<file path="config.mk">
export PLATFORM = sky130hd
export DESIGN_NAME = serial_mac_lanes
export DESIGN_NICKNAME = d
export VERILOG_FILES = /design/src/rtl/serial_mac_lanes.sv
export SDC_FILE = /design/constraint.sdc
export NUM_CORES = 2
export LEC_CHECK = 0
export ABC_AREA = 0
export BUFFER_PORTS_ARGS = -buffer_cell sky130_fd_sc_hd__buf_4
export CORE_MARGIN = 3
export CORE_UTILIZATION = 50
export DETAILED_ROUTE_END_ITERATION = 7
export PLACE_DENSITY = 0.68
export SYNTH_ARGS = -nofsm -noshare
export SYNTH_HDL_FRONTEND = slang
export SYNTH_SLANG_ARGS = --single-unit
</file>
<file path="constraint.sdc">
create_clock -name clk -period 10.2 [get_ports clk]
set_input_delay 1.53 -clock clk [delete_from_list [all_inputs] [get_ports clk]]
set_output_delay 1.53 -clock clk [all_outputs]
set_load 0.01 [all_outputs]
</file>
<file path="src/rtl/serial_mac_lanes.sv">
// serial_mac_lanes: multi-lane bit-serial multiply-accumulate engine with shared controller
// Ports: clk, rst_n (async active-low); clear_acc, signed_mode; in_valid/in_ready/in_last with
// a_in/b_in lane-packed operands; out_valid/out_ready with acc_out lane-packed accumulators and
// sticky per-lane overflow. Define SERIAL_MAC_SAT_EN to saturate accumulators on overflow
// instead of wrapping.
module serial_mac_lanes #(
  parameter int A_WIDTH    = 16,
  parameter int B_WIDTH    = 16,
  parameter int NUM_LANES  = 4,
  parameter int GUARD_BITS = 8,
  localparam int ACC_WIDTH = A_WIDTH + B_WIDTH + GUARD_BITS
) (
  input  logic                           clk,
  input  logic                           rst_n,
  input  logic                           clear_acc,
  input  logic                           signed_mode,
  input  logic                           in_valid,
  output logic                           in_ready,
  input  logic                           in_last,
  input  logic [NUM_LANES*A_WIDTH-1:0]   a_in,
  input  logic [NUM_LANES*B_WIDTH-1:0]   b_in,
  output logic                           out_valid,
  input  logic                           out_ready,
  output logic [NUM_LANES*ACC_WIDTH-1:0] acc_out,
  output logic [NUM_LANES-1:0]           overflow
);
  localparam int P_WIDTH = A_WIDTH + B_WIDTH;
  localparam int CW = (B_WIDTH > 2) ? $clog2(B_WIDTH) : 1;
  typedef enum logic [1:0] {IDLE, MUL, ACC, OUT} state_t;
  state_t state, state_nx;
  logic [CW-1:0] cnt;
  logic sgn, last, in_ready_nx, out_valid_nx;
  logic accept, take, last_step;
  assign accept = in_valid && in_ready;
  assign take = out_valid && out_ready;
  assign last_step = cnt == CW'(B_WIDTH - 1);
  // in_ready/out_valid are registered from the current state, which places them one cycle
  // after the state change and gives the B_WIDTH+2 accept-to-response latency
  always_ff @(posedge clk or negedge rst_n)
    if (!rst_n) begin
      state <= IDLE;
      in_ready <= 1'b0;
      out_valid <= 1'b0;
    end else begin
      state <= state_nx;
      in_ready <= in_ready_nx;
      out_valid <= out_valid_nx;
    end
  always_comb
    state_nx = (state == IDLE) ? (accept ? MUL : IDLE) :
               (state == MUL)  ? (last_step ? ACC : MUL) :
               (state == ACC)  ? (last ? OUT : IDLE) :
                                 (take ? IDLE : OUT);
  always_comb begin
    in_ready_nx = state == IDLE && !accept;
    out_valid_nx = state == OUT && !take;
  end
  always_ff @(posedge clk or negedge rst_n)
    if (!rst_n) begin
      cnt <= '0;
      sgn <= 1'b0;
      last <= 1'b0;
    end else if (accept) begin
      cnt <= '0;
      sgn <= signed_mode;
      last <= in_last;
    end else if (state == MUL) begin
      cnt <= cnt + 1'b1;
    end
  for (genvar k = 0; k < NUM_LANES; k++) begin : g_lane
    logic [A_WIDTH-1:0] a_l;
    logic [P_WIDTH-1:0] a_r, prod, term;
    logic [B_WIDTH-1:0] b_r;
    logic [ACC_WIDTH-1:0] acc, nv;
    logic [ACC_WIDTH:0] sum;
    logic ov, ovf;
    assign a_l = a_in[k*A_WIDTH +: A_WIDTH];
    // a_r holds ext(a)<<i and b_r[0] is multiplier bit i during MUL step i
    assign term = b_r[0] ? a_r : '0;
    assign sum = {sgn & acc[ACC_WIDTH-1], acc} + {{(GUARD_BITS+1){sgn & prod[P_WIDTH-1]}}, prod};
    assign ovf = sgn ? sum[ACC_WIDTH] ^ sum[ACC_WIDTH-1] : sum[ACC_WIDTH];
`ifdef SERIAL_MAC_SAT_EN
    // the ACC_WIDTH+1 bit sum carries the true sign, selecting the bound to clamp to
    assign nv = !ovf ? sum[ACC_WIDTH-1:0] :
                sgn ? {sum[ACC_WIDTH], {(ACC_WIDTH-1){~sum[ACC_WIDTH]}}} : '1;
`else
    assign nv = sum[ACC_WIDTH-1:0];
`endif
    always_ff @(posedge clk or negedge rst_n)
      if (!rst_n) begin
        a_r <= '0;
        b_r <= '0;
        prod <= '0;
        acc <= '0;
        ov <= 1'b0;
      end else begin
        if (accept) begin
          a_r <= {{B_WIDTH{signed_mode & a_l[A_WIDTH-1]}}, a_l};
          b_r <= b_in[k*B_WIDTH +: B_WIDTH];
          prod <= '0;
        end else if (state == MUL) begin
          a_r <= a_r << 1;
          b_r <= b_r >> 1;
          // the multiplier MSB carries negative weight in two's complement
          prod <= (sgn && last_step) ? prod - term : prod + term;
        end
        if ((state == IDLE && clear_acc) || take) begin
          acc <= '0;
          ov <= 1'b0;
        end else if (state == ACC) begin
          acc <= nv;
          ov <= ov | ovf;
        end
      end
    assign acc_out[k*ACC_WIDTH +: ACC_WIDTH] = acc;
    assign overflow[k] = ov;
  end
endmodule

</file>
==> flow_metrics.tcl <==
set metrics [dict create \
    status "complete, no violations" \
    cts-root-buf "clkbuf_16" \
    slew_violations 0 \
    wl_per_cell_um 17.6 \
    layout-drive-gt1-share_pct 10.3 \
    postRouteAntennaNets 0 \
    synthAdderAreaFrac_pct 10.2 \
    synth_ff_type "dfrtp_1" \
    via_per_inst 5.87 \
    setup_violations 0 \
    timing.fmax_ghz 0.190 \
    reg2reg_depth 18 \
    drc 0 \
    first_pass_iters 5 \
    final_common_cell "nand2_1" \
    layout.nets 5196 \
    syn_to_final_growth_pct 13.3 \
    cts_buffers 59 \
    synth-edff-count 0 \
    min_path_type "reg2reg" \
    grt_max_degree 142 \
    hold_depth 2 \
    ys_ff_latch 494 \
    tritoncts "yes" \
    finClkSkew_ns 0.0265 \
    syn_area_per_cell_um2 8.02 \
    die_w_um 278 \
    final_cell_mix "nand2_1 (797), dfrtp_1 (494), nor2_1 (456)" \
    core-area_mm2 0.0731 \
    numPortBuffers 300 \
    worst_slew_pin_slew_ns 1.08 \
    cpLargestDelayFamily "compound AO/OA/AOI/OAI gates" \
    drv_cap 0 \
    fin_tns_setup_ns 0 \
    grt_usage_pct 25.7 \
    slowest_delay_ns 0.49 \
    path_max_fanout 8 \
    async_flop_share_pct 100 \
    gp_congestion 0.908 \
    path_cells "or3_1 > o41ai_1 > nand3_1 > or2_2 > o21bai_1 > a21oi_1 > o21ai_1 > nand3_1 > ha_1 > a21boi_0 > o21ai_0 > a21oi_1 > a221oi_1 > o311ai_0 > nand3_1 > o21ai_0 > xnor2_1 > a21oi_1" \
    yosysWarningCount 0 \
    muxShareOfSynthArea_pct 0.139 \
    wl_mm 102 \
    synth_top_family_by_area "compound AO/OA/AOI/OAI gates" \
    cts_buffer_depth 3 \
    antenna_found_initial 5 \
    netlist.area_leader.share_pct 33.4 \
    cp.arrival_ns 5.73 \
    cts_setup_buffers 0 \
    ys_seq_area_share_pct 33.4 \
    rows 99 \
    synthesis.area_mm2 0.0370 \
    synth_xor_area_share_pct 7.57 \
    cts_resized 0 \
    cp.depth 18 \
    first_iter_violations 2251 \
    crit_path_end_kind "flip-flop" \
    h-tree-depth 2 \
    postCtsHoldBufs 0 \
    pin_count 301 \
    die-area_mm2 0.0773 \
    rsz0062_at_grt "false" \
    initial_core_util_pct 50.6 \
    critical_path_class "reg2reg" \
    grt_pass1_vias 32100 \
    synth.largest_area_cell "dfrtp_1" \
    synthSimpleGateAreaFrac_pct 20.4 \
    die_height_um 278 \
    finalHoldViolCount 0 \
    synth_nets 5046 \
    synth_compound_area_share_pct 25.0 \
    fin_crit_ns 5.28 \
    cts_sinks 494 \
    dp_hpwl_mm 72.4 \
    start_kind "flip-flop" \
    slowest_stage "or3_1" \
    ys_top_cells_by_area "dfrtp_1 (33%), ha_1 (9.8%), nand2_1 (8.1%), a21oi_1 (5.7%), nor2_1 (4.7%)" \
    vias 33900 \
    placed_cell_area_mm2 0.0398 \
    required_ns 10.66 \
    insertion_delay_ns 0.63 \
    synthCells 4614 \
    grt_pass1_wl_mm 166 \
    overflow 0 \
    clk_pin_slew_ns 0.06 \
    relSlewSlack_pct 28.3 \
    fin_crit_sh_pct 51.7 \
    synth_cell_types 90 \
    design_area_mm2 0.0419 \
    cp.buffers_inverters 0 \
]
[registers in the layout, indices dropped and copies added, names as in the netlist, 2 cells and up]
register and cells:
state 2, g_lane.ov 4, g_lane.prod 128, g_lane.acc 160, g_lane.b_r 64, g_lane.a_r 128, cnt 4
[through the flow]
stage                     hold slack [ns]  util [%]  std cells  setup WS (ns)
after floorplan                     0.447         -       4614           5.35
after global placement              0.465      54.5       5662           5.08
after detailed placement            0.475      54.5       5662           4.96
after CTS                           0.490      57.4       5773           4.91
after global routing                0.506      57.4       5773           4.36
final                               0.484      57.4       5775           4.92
[cell families after synthesis]
family	Yosys count
XOR/XNOR	318
multiplexers	5
AND/OR/NAND/NOR	1716
buffers and inverters	320
AO/OA/AOI/OAI	1464
adder cells (fa/ha/maj)	297
flip-flops	494
[cell usage after synthesis (14+ instances only)]
| master | number |
|---|---|
| a31oi_1 | 147 |
| o31ai_1 | 38 |
| dfrtp_1 | 494 |
| xnor2_1 | 173 |
| o41ai_1 | 16 |
| nor2b_1 | 39 |
| a21o_1 | 176 |
| o21bai_1 | 35 |
| nand4_1 | 39 |
| nand3_1 | 105 |
| o21a_1 | 27 |
| a21oi_1 | 418 |
| a22o_1 | 36 |
| o311ai_0 | 15 |
| a31o_2 | 16 |
| nor3_1 | 47 |
| o21ai_0 | 337 |
| or3_1 | 33 |
| nand2b_1 | 48 |
| xor2_1 | 144 |
| and2_1 | 20 |
| clkbuf_1 | 217 |
| inv_1 | 80 |
| nand2_1 | 799 |
| ha_1 | 289 |
| o21ai_1 | 14 |
| nor2_1 | 459 |
| o211ai_1 | 39 |
| and3_1 | 37 |
| a211oi_1 | 36 |
| or2_2 | 18 |
| buf_1 | 16 |
[final timing paths]
kind	to	startpoint	slack, ns
min in group asynchronous	g_lane[1].acc[7]$_DFFE_PN0P_	rst_n	0.89
worst max-delay path	g_lane[2].prod[26]$_DFFE_PN0P_	g_lane[2].a_r[12]$_DFFE_PN0P_	4.92
worst min register to register	last$_DFFE_PN0P_	last$_DFFE_PN0P_	0.48
max in group asynchronous	g_lane[0].a_r[0]$_DFFE_PN0P_	rst_n	7.21
worst max register to register	g_lane[2].prod[26]$_DFFE_PN0P_	g_lane[2].a_r[12]$_DFFE_PN0P_	4.92
worst min-delay path	last$_DFFE_PN0P_	last$_DFFE_PN0P_	0.48
[worst min-delay path: stages (launching register included)]
cell and delay [ns]:
dfrtp_1 0.34, nand2_1 0.05, nand2_1 0.06
[metal layers]
metal  routed length, µm  global-route usage, %  vias up
met5                  71                      0        -
met1               46600                   35.0    16100
met3                5720                   4.46      172
met4                2500                   6.62       10
li1                    -                      -    16900
met2               46900                   42.4      758
[area by class of cell]
type / count / area, µm²
clock inverters: 21 / 305
fillers: 6867 / 31200
inverters: 80 / 300
flip-flops and latches: 494 / 12400
clock buffers: 90 / 1770
repair buffers: 329 / 2500
diodes: 2 / 5.00
well taps: 959 / 1200
multi-input cells: 3800 / 23500
Power is not shown: default switching activity piles up to over one toggle a cycle in this logic, so the estimate is an artifact.
